<file path="config.mk">
export PLATFORM = sky130hd
export DESIGN_NAME = gmux_seq
export DESIGN_NICKNAME = d
export VERILOG_FILES = /design/src/rtl/gmux_seq.sv
export SDC_FILE = /design/constraint.sdc
export NUM_CORES = 1
export LEC_CHECK = 0
export BUFFER_PORTS_ARGS = -buffer_cell sky130_fd_sc_hd__buf_2
export CELL_PAD_IN_SITES_DETAIL_PLACEMENT = 1
export CELL_PAD_IN_SITES_GLOBAL_PLACEMENT = 1
export CORE_MARGIN = 3
export CORE_UTILIZATION = 43
export CTS_BUF_LIST = sky130_fd_sc_hd__clkbuf_8 sky130_fd_sc_hd__clkbuf_16
export DETAILED_ROUTE_END_ITERATION = 10
export GPL_TIMING_DRIVEN = 0
export PLACE_DENSITY_LB_ADDON = 0.1
export SYNTH_ARGS = -nofsm -noshare
export SYNTH_HDL_FRONTEND = slang
export SYNTH_SLANG_ARGS = --single-unit
</file>
<file path="constraint.sdc">
create_clock -name clk -period 5.3 [get_ports clk]
set_input_delay 1.59 -clock clk [delete_from_list [all_inputs] [get_ports clk]]
set_output_delay 1.59 -clock clk [all_outputs]
set_load 0.03 [all_outputs]
</file>
<file path="src/rtl/gmux_seq.sv">
// Global clock-mux sequencer: drains the quadrant enables, switches the source
// select, lets it settle, then re-enables, all from one request/handshake port.
module gmux_seq #(
  parameter int NUM_SRC       = 2,
  parameter int NUM_QUAD      = 4,
  parameter int SETTLE_CYCLES = 4,
  parameter int SEL_W         = $clog2(NUM_SRC)
) (
  input  logic                clk,
  input  logic                rst,
  input  logic                req_valid,
  output logic                req_ready,
  input  logic [SEL_W-1:0]    req_sel,
  input  logic [NUM_QUAD-1:0] req_mask,
  input  logic [NUM_QUAD-1:0] req_vlp,
  output logic [SEL_W-1:0]    ssel,
  output logic [NUM_QUAD-1:0] den,
  output logic [NUM_QUAD-1:0] sen,
  output logic [NUM_QUAD-1:0] dynen,
  output logic [NUM_QUAD-1:0] vlp,
  output logic                busy,
  output logic                done,
  output logic                err
);

  typedef enum logic [1:0] {
    IDLE,
    DRAIN,
    SETTLE
  } state_t;

  localparam logic [4:0]  CNT_INIT = 5'(SETTLE_CYCLES - 1);
  localparam logic [31:0] SRC_LIM  = 32'(NUM_SRC);

  state_t              state;
  logic [4:0]          cnt;
  logic [NUM_QUAD-1:0] en;
  logic [SEL_W-1:0]    sel_q;
  logic [NUM_QUAD-1:0] mask_q;
  logic [NUM_QUAD-1:0] vlp_q;
  logic                sel_chg;

  logic sel_bad;
  logic is_noop;

  always_comb begin
    sel_bad = (32'(req_sel) >= SRC_LIM);
    is_noop = (req_sel == ssel) && (req_mask == en) && ((req_vlp & ~req_mask) == vlp);
  end

  // den, sen and dynen always move together, so one register drives all three.
  assign den   = en;
  assign sen   = en;
  assign dynen = en;

  assign req_ready = (state == IDLE) && !rst;
  assign busy      = (state != IDLE);

  // NOTE: every register below is updated with <= so all of them sample the
  // pre-edge values; mixing in = here would make the order of statements matter.
  always_ff @(posedge clk) begin
    if (rst) begin
      state   <= IDLE;
      cnt     <= '0;
      en      <= '0;
      ssel    <= '0;
      vlp     <= '0;
      sel_q   <= '0;
      mask_q  <= '0;
      vlp_q   <= '0;
      sel_chg <= 1'b0;
      done    <= 1'b0;
      err     <= 1'b0;
    end else begin
      done <= 1'b0;
      err  <= 1'b0;
      case (state)
        IDLE: begin
          if (req_valid) begin
            if (sel_bad) begin
              err <= 1'b1;
            end else if (is_noop) begin
              done <= 1'b1;
            end else begin
              sel_q   <= req_sel;
              mask_q  <= req_mask;
              vlp_q   <= req_vlp & ~req_mask;
              sel_chg <= (req_sel != ssel);
              cnt     <= CNT_INIT;
              state   <= DRAIN;
              // A source switch must drain every quadrant; a mask change only
              // drops the quadrants being removed.
              en      <= (req_sel != ssel) ? '0 : (en & req_mask);
            end
          end
        end

        DRAIN: begin
          if (cnt == 5'd0) begin
            if (sel_chg) begin
              ssel  <= sel_q;
              cnt   <= CNT_INIT;
              state <= SETTLE;
            end else begin
              en    <= mask_q;
              vlp   <= vlp_q;
              done  <= 1'b1;
              state <= IDLE;
            end
          end else begin
            cnt <= cnt - 5'd1;
          end
        end

        SETTLE: begin
          if (cnt == 5'd0) begin
            en    <= mask_q;
            vlp   <= vlp_q;
            done  <= 1'b1;
            state <= IDLE;
          end else begin
            cnt <= cnt - 5'd1;
          end
        end

        default: state <= IDLE;
      endcase
    end
  end

endmodule

</file>
# After elaboration in Yosys (flattened, before gate mapping)
# Cells that the tools add are included.
# W data, S select, Z words.
[word_totals]
ff_bits = 27
inputBits = 12
wordCells = 72
[classes]
addsub = 1
n_eq_ne = 13
muxes = 29
bitwise = 4
reduce_logical = 15
[op_table]
columns = ["cell", "count"]
rows = [
  ["$mux W4", 9],
  ["$mux W5", 5],
  ["$pmux W5 S3", 1],
  ["$ne A2 B2 Y1 const B", 6],
  ["$pmux W4 S3", 1],
  ["$mux W2", 5],
  ["$and A4 B4 Y4", 2],
  ["$eq A4 B4 Y1", 2],
  ["$pmux W4 S2", 1],
  ["$reduce_and A4 Y1", 2],
  ["$pmux W2 S3", 1],
  ["$reduce_and A3 Y1", 2],
  ["$reduce_and A6 Y1", 1],
  ["$logic_not A5 Y1", 1],
  ["$mux W1", 5],
  ["$reduce_and A5 Y1", 1],
  ["$sub A5 B1 Y5 const B", 1],
  ["$not A4 Y4", 1],
  ["$reduce_bool A2 Y1", 2],
  ["$logic_and A1 B1 Y1", 3],
  ["$ne A3 B3 Y1 const B", 1],
  ["$pmux W1 S3", 1],
  ["$reduce_bool A3 Y1", 1],
  ["$eq A2 B1 Y1 const B", 1],
  ["other kinds (6)", 6],
]

# Longest topological paths before layout
# Gate-level depths: netlist of run 1.
[depth]
depth_word = 7
mapped_depth = 9
mapped_depth_nobuf = 8

# Worst setup path before layout of run 1
# OpenSTA, ideal clock, no wires.
[synth_timing]
kind = "input port to output port"
start = "input port rst"
end = "output port req_ready"
arrival_time_ns = 2.410
slack_ns = 1.300
path_stages = 3
n_path_buf = 2
cell_sequence = "clkbuf_1 > buf_1 > nor2_1"
[synth_between]
elab_chain_len = 2
[synth_rtl]
columns = ["item", "line", "source"]
rows = [
  ["start: declaration", "10", "input logic rst,"],
  ["$logic_not A1 Y1", "56", "assign req_ready = (state == IDLE) && !rst;"],
  ["$logic_and A1 B1 Y1", "56", ""],
  ["end: declaration", "12", "output logic req_ready,"],
]
# Every way passes these cells.

# Worst setup path in the final report of run 1
# Same ends and word-level chain as after synthesis.

==> metrics.txt, run 1 <==
Critical Path End Type=primary output; MaxCap Viol Count=0; starting density of the core=46.0%; fmax=0.228 GHz; Worst Hold End=cnt[4]; share of cells above drive strength 1=24.4%; Final Cycle Share=82.9%; CTS Sinks=27; H-tree depth=1; synthesized area=1580 µm²; post-CTS setup buffers=0; Remaining DRCs=0; worst path arrival time=2.80 ns; Yosys reg bits=27; Post-synth EDFFs=0; asr flop ratio synth=0%; Hold-fix buffers, CTS=0; post-DR wirelength/cell=14.9 µm; Slew Viols, Final=0; Overall Global Routing Usage=19.9%; met2 Use GR=34.8%; busiest grt layer=met2; Initial DRC Count=38; I/O pins=33; CORE AREA=3440 µm²; vias per cell=5.45; worst path required time=3.71 ns; synthesis warning total=0; Final nets=244; clock tree buffer depth=2; worst-path fanout max=10; status=complete, no violations; kind of critical path=in2out; height of the die=66.7 µm; post-synth cell types=42; worst flop-to-flop path startpoint=state[1]; dpl ws=0.903 ns; Leak=0.853 nW; syn_area_per_cell=8.52 µm²; hold_sp=cnt[4]; clock transition at the registers of the reported paths=0.09 ns; antenna violations before repair=0; top_reg_cell synth=dfxtp_1; largest family of logic cells by synthesized area=simple AND/OR/NAND/NOR gates; gpl congestion=0.810; P per Cell Area=364 nW/µm²; FF-to-FF setup slack=2.95 ns; simple logic cell fraction of the synthesized area=20.0%; Post-Syn Nets=208; Fillers=446; ANT cells=0; post-cts gate resize count=0; row cnt=21; commonest non-fill, non-tap cell in the layout=buf_2; Area growth syn-to-layout=16.4%; max_slew headroom=53.0%; Reg-to-Reg End=cnt[2]; global routing usage on met3=2.19%; ANT nets after route=0; Hold Slack=0.474 ns; WHS Path Cells=2; multiplexer area fraction after synthesis=7.03%; RSZ-0062 raised after global routing=no; Root Driver=clkbuf_8; CTS buffer count=3; adder-cell area share of the yosys netlist=7.90%; crit path time final=4.39 ns; final core utilization=53.5%; 1st-pass router iterations=4; R2R depth=9; post-synthesis compound-gate area fraction=19.4%; Worst setup SP type=input pin; VDD IR max=170 µV; Final Setup Violations=0; CTS tree=built; most frequent cells in the layout=32 x buf_2, 27 x dfxtp_1, 24 x nor2_1, 15 x nand2_1, 13 x a21oi_1; Mapped Cells=186; largest net degree at the start of global routing=16; post-synthesis xor/xnor area fraction=2.76%; vias in the first global route=1453; die width=66.7 µm; worst skew pair latency=0.28 ns; actual slew at the worst max-slew pin=0.700 ns; TNS Setup=0 ns; GRT met1 Usage=25.4%; Fin. Hold Viols=0; Seq/Total Area, Yosys=34.1%; I/O Buffers=31; DIE AREA=4450 µm²; total grt overflow=0; Final HPWL DP=3130 µm; first-pass GRT wire length=6840 µm; Final Skew=0.00443 ns; worst hold path type=reg2reg; via count=1454; Detailed Route WL=3990 µm; slack of the critical path=0.907 ns
per-layer routing:
layer  vias up  wire length (µm)
met1       704              1890
met2        24              1910
met5         -                 0
li1        721                 -
met4         0                45
met3         5               143
registers in the layout, indices dropped and copies added, names as in the netlist:
signal and flops:
cnt 5, den 4, done 1, mask_q 4
sel_chg 1, sel_q 1, ssel 1, state 2
vlp 4, vlp_q 4
area by class of cell:
type | count | area, µm² | share of cell area [%]
Multi-Input combinational cell | 133 | 907 | 49.2
Sequential cell | 27 | 541 | 29.3
Timing Repair Buffer | 31 | 155 | 8.42
Buffer | 17 | 103 | 5.57
Tap cell | 46 | 57.6 | 3.12
Clock buffer | 3 | 41.3 | 2.24
Inverter | 9 | 33.8 | 1.83
Clock inverter | 1 | 5.00 | 0.272
cells by family after synthesis:
group | after synthesis
and+or+nand+nor | 65
AOI/OAI and AO/OA | 41
DFF | 27
buffers and inverters | 26
muxes | 11
adders and majority gates | 10
xor gates and xnor gates | 5
other | 1
worst max-delay path by stage:
stage / start / endpoint / slack (ns) / depth (start not counted)
detailed placement: rst / req_ready / 0.90 / 5
global route: rst / req_ready / 0.82 / 5
finish: rst / req_ready / 0.91 / 5
CTS: rst / req_ready / 0.90 / 5
global placement: rst / req_ready / 0.93 / 5
floorplan: rst / req_ready / 1.30 / 3
through the flow:
stage               power (mW)  area [µm²]  cells
floorplan                0.477        1580    186
global placement         0.543        1800    263
detailed placement       0.553        1800    263
CTS                      0.677        1840    267
global route             0.720        1840    267
finish                   0.670        1840    267
worst max-delay path, cell delays in order:
cell	delay (ns)
buf_2	0.09
clkbuf_1	0.36
buf_1	0.47
nor2_1	0.10
buf_2	0.20
Yosys cell counts (all sizes together) (2+ instances only):
cell | n | area, µm²
o22ai | 2 | 12.5
xnor2 | 5 | 43.8
and3 | 2 | 12.5
nor4 | 2 | 12.5
nor2b | 5 | 31.3
a311oi | 6 | 58.8
and3b | 4 | 35.0
dfxtp | 27 | 541
a21oi | 13 | 65.1
nand3 | 6 | 30.0
buf | 12 | 83.8
a21o | 3 | 23.8
a211oi | 4 | 42.5
nor3 | 3 | 15.0
mux2i | 10 | 100
clkbuf | 5 | 18.8
a31o | 2 | 17.5
inv | 9 | 33.8
nor2 | 24 | 90.1
o21ai | 4 | 23.8
nand2 | 15 | 56.3
ha | 10 | 125
power breakdown:
part / total, mW / internal [mW] / switching (mW)
Sequential: 0.243 / 0.225 / 0.0187
Clock: 0.122 / 0.0529 / 0.0689
Combinational: 0.305 / 0.117 / 0.189
Total: 0.670 / 0.394 / 0.276
Power figures use the tool's default switching activity.
==> run 2: changes to the inputs <==
--- a/config.mk
+++ b/config.mk
@@ -5,11 +5,12 @@
 export SDC_FILE = /design/constraint.sdc
 export NUM_CORES = 1
 export LEC_CHECK = 0
+export ABC_AREA = 1
 export BUFFER_PORTS_ARGS = -buffer_cell sky130_fd_sc_hd__buf_2
 export CELL_PAD_IN_SITES_DETAIL_PLACEMENT = 1
 export CELL_PAD_IN_SITES_GLOBAL_PLACEMENT = 1
 export CORE_MARGIN = 3
-export CORE_UTILIZATION = 43
+export CORE_UTILIZATION = 35
 export CTS_BUF_LIST = sky130_fd_sc_hd__clkbuf_8 sky130_fd_sc_hd__clkbuf_16
 export DETAILED_ROUTE_END_ITERATION = 10
 export GPL_TIMING_DRIVEN = 0
==> constraint.sdc (replaced) <==
create_clock -name clk -period 4 [get_ports clk]
set_input_delay 1.2 -clock clk [delete_from_list [all_inputs] [get_ports clk]]
set_output_delay 1.2 -clock clk [all_outputs]
set_load 0.03 [all_outputs]
==> run 2 against run 1 <==
Hold slack better by 0.013 ns. Area after synthesis increased by 8.4%. Critical path depth decreased by 2. Core utilization shrank 9.4 points. Count of clock-buffer cells in the layout did not move. Global-route usage shrank 4.4 points. Clock power rose by 34%. Die area up 30%.
==> metrics.txt, run 2 <==
worst skew pair latency=0.28 ns; Commonest cells post-synth=49 x nor2_1, 43 x inv_1, 42 x nand2_1; Final nets=314; Post-Syn Nets=278; post-synthesis xor/xnor area fraction=1.02%; Yosys reg bits=27; synthesis warning total=0; crit path time final=2.81 ns; multiplexer area fraction after synthesis=0%; Detailed Route WL=4230 µm; worst hold path type=reg2reg; VDD IR max=272 µV; vias per cell=4.48; dominant cell type by area after synthesis=dfxtp_1; clock tree buffer depth=2; Final Cycle Share=70.1%; Worst setup SP type=input pin; starting density of the core=37.9%; post-DR wirelength/cell=11.9 µm; Hold-fix buffers, CTS=0; P per Cell Area=727 nW/µm²; CTS tree=built; Final Skew=0.0125 ns; top-area cell type share of the netlist area=31.5%; worst path arrival time=1.61 ns; first-pass GRT wire length=7360 µm; Reg with most FFs=cnt; row cnt=24; DIE AREA=5780 µm²; routed wl met2=1930 µm; largest net degree at the start of global routing=16; post-cts gate resize count=0; worst path required time=2.80 ns; via count=1595; synthesized area=1720 µm²; Overall Global Routing Usage=15.5%; simple logic cell fraction of the synthesized area=35.1%; status=complete, no violations; Initial DRC Count=66; MaxCap Viol Count=0; Final HPWL DP=3410 µm; total grt overflow=0; die width=76.0 µm; clock transition at the registers of the reported paths=0.11 ns; asr flop ratio synth=0%; RSZ-0062 raised after global routing=no; largest family of logic cells by synthesized area=simple AND/OR/NAND/NOR gates; post-synthesis compound-gate area fraction=9.33%; Root Driver=clkbuf_8; adder-cell area share of the yosys netlist=7.29%; I/O Buffers=31; CTS buffer count=3; Top Layer Used=met4; final core utilization=44.1%; CORE AREA=4530 µm²; Area growth syn-to-layout=16.5%; 1st-pass router iterations=4; I/O pins=33; top_reg_cell synth=dfxtp_1; TNS Setup=0 ns; Slew Viols, Final=0; antenna violations before repair=0; commonest non-fill, non-tap cell in the layout=nor2_1; most common cell in the netlist=nor2_1; post-synth cell types=28; H-tree depth=1; Seq/Total Area, Yosys=31.5%; Largest register FFs=5; height of the die=76.0 µm; Fin. Hold Viols=0; worst-path fanout max=4; Post-synth EDFFs=0; met3 WL=133 µm; Mapped Cells=256; ANT cells=0; Synth area leaders=dfxtp_1 31%, nor2_1 11%, inv_1 9.4%; ANT nets after route=0; Critical Path End Type=primary output; Remaining DRCs=0; share of cells above drive strength 1=22.3%; post-CTS setup buffers=0; M1 WL=2130 µm; most frequent cells in the layout=49 x nor2_1, 43 x inv_1, 42 x nand2_1, 32 x buf_2, 27 x dfxtp_1; fmax=0.356 GHz; syn_area_per_cell=6.71 µm²; vias in the first global route=1607; Final Setup Violations=0; gpl congestion=0.724; slack of the critical path=1.19 ns; kind of critical path=in2out; Leak=1.10 nW; dpl ws=1.19 ns; CTS Sinks=27
-- run 2: cell types whose count changed after synthesis, moves of 7 or more --
cell,previous run,this run
nor2_1,24,49
inv_1,9,43
mux2i_1,10,0
nand4_1,1,8
o21ai_0,3,19
nand2_1,15,42
-- run 2: area by class of cell --
type,instances,area (µm²)
fill,611,2530
multi-input combinational,170,908
sequential,27,541
inverter,45,169
timing repair buffer,31,155
buffer,14,98.8
tap,65,81.3
clock buffer,3,41.3
clock inverter,1,5.00
-- run 2: logic make-up (layout without fill, tap and decap cells) --
group / count (synthesis) / in the layout
other: 1 / 1
and+or+nand+nor: 125 / 125
AOI/OAI and AO/OA: 32 / 32
xor gates and xnor gates: 2 / 2
buffers and inverters: 59 / 94
adders and majority gates: 10 / 10
DFF: 27 / 27
-- run 2: path summary, 6_finish.rpt --
kind | startpoint | endpoint | slack (ns) | depth (start not counted)
max | rst | req_ready | 1.19 | 3
min | vlp_q[1] | vlp_q[1] | 0.49 | 2
max reg2reg | den[1] | done | 2.19 | 8
min reg2reg | vlp_q[1] | vlp_q[1] | 0.49 | 2
-- run 2: worst max-delay path, cell delays in order --
cell    delay (ns)
buf_2         0.12
nor2_1        0.09
buf_2         0.19
-- run 2: stage by stage --
step	instance area [µm²]	power [mW]	std cells	hold slack (ns)
after floorplan	1720	1.10	256	0.449
after global placement	1950	1.29	352	0.461
after detailed placement	1950	1.31	352	0.468
after CTS	2000	1.48	356	0.494
after global routing	2000	1.61	356	0.515
final	2000	1.45	356	0.487
-- run 2: power by group --
part / leakage [nW] / total, mW / internal, mW / switching, mW
sequential: 0.223 / 0.416 / 0.355 / 0.0609
combinational: 0.854 / 0.874 / 0.305 / 0.570
clock: 0.0255 / 0.164 / 0.0700 / 0.0941
total: 1.10 / 1.45 / 0.729 / 0.725
-- run 2: routing by layer --
layer / up-vias / GRT usage, %
met5: - / 0
met4: 0 / 3.80
met3: 4 / 1.65
met2: 25 / 26.3
met1: 720 / 21.1
li1: 846 / -
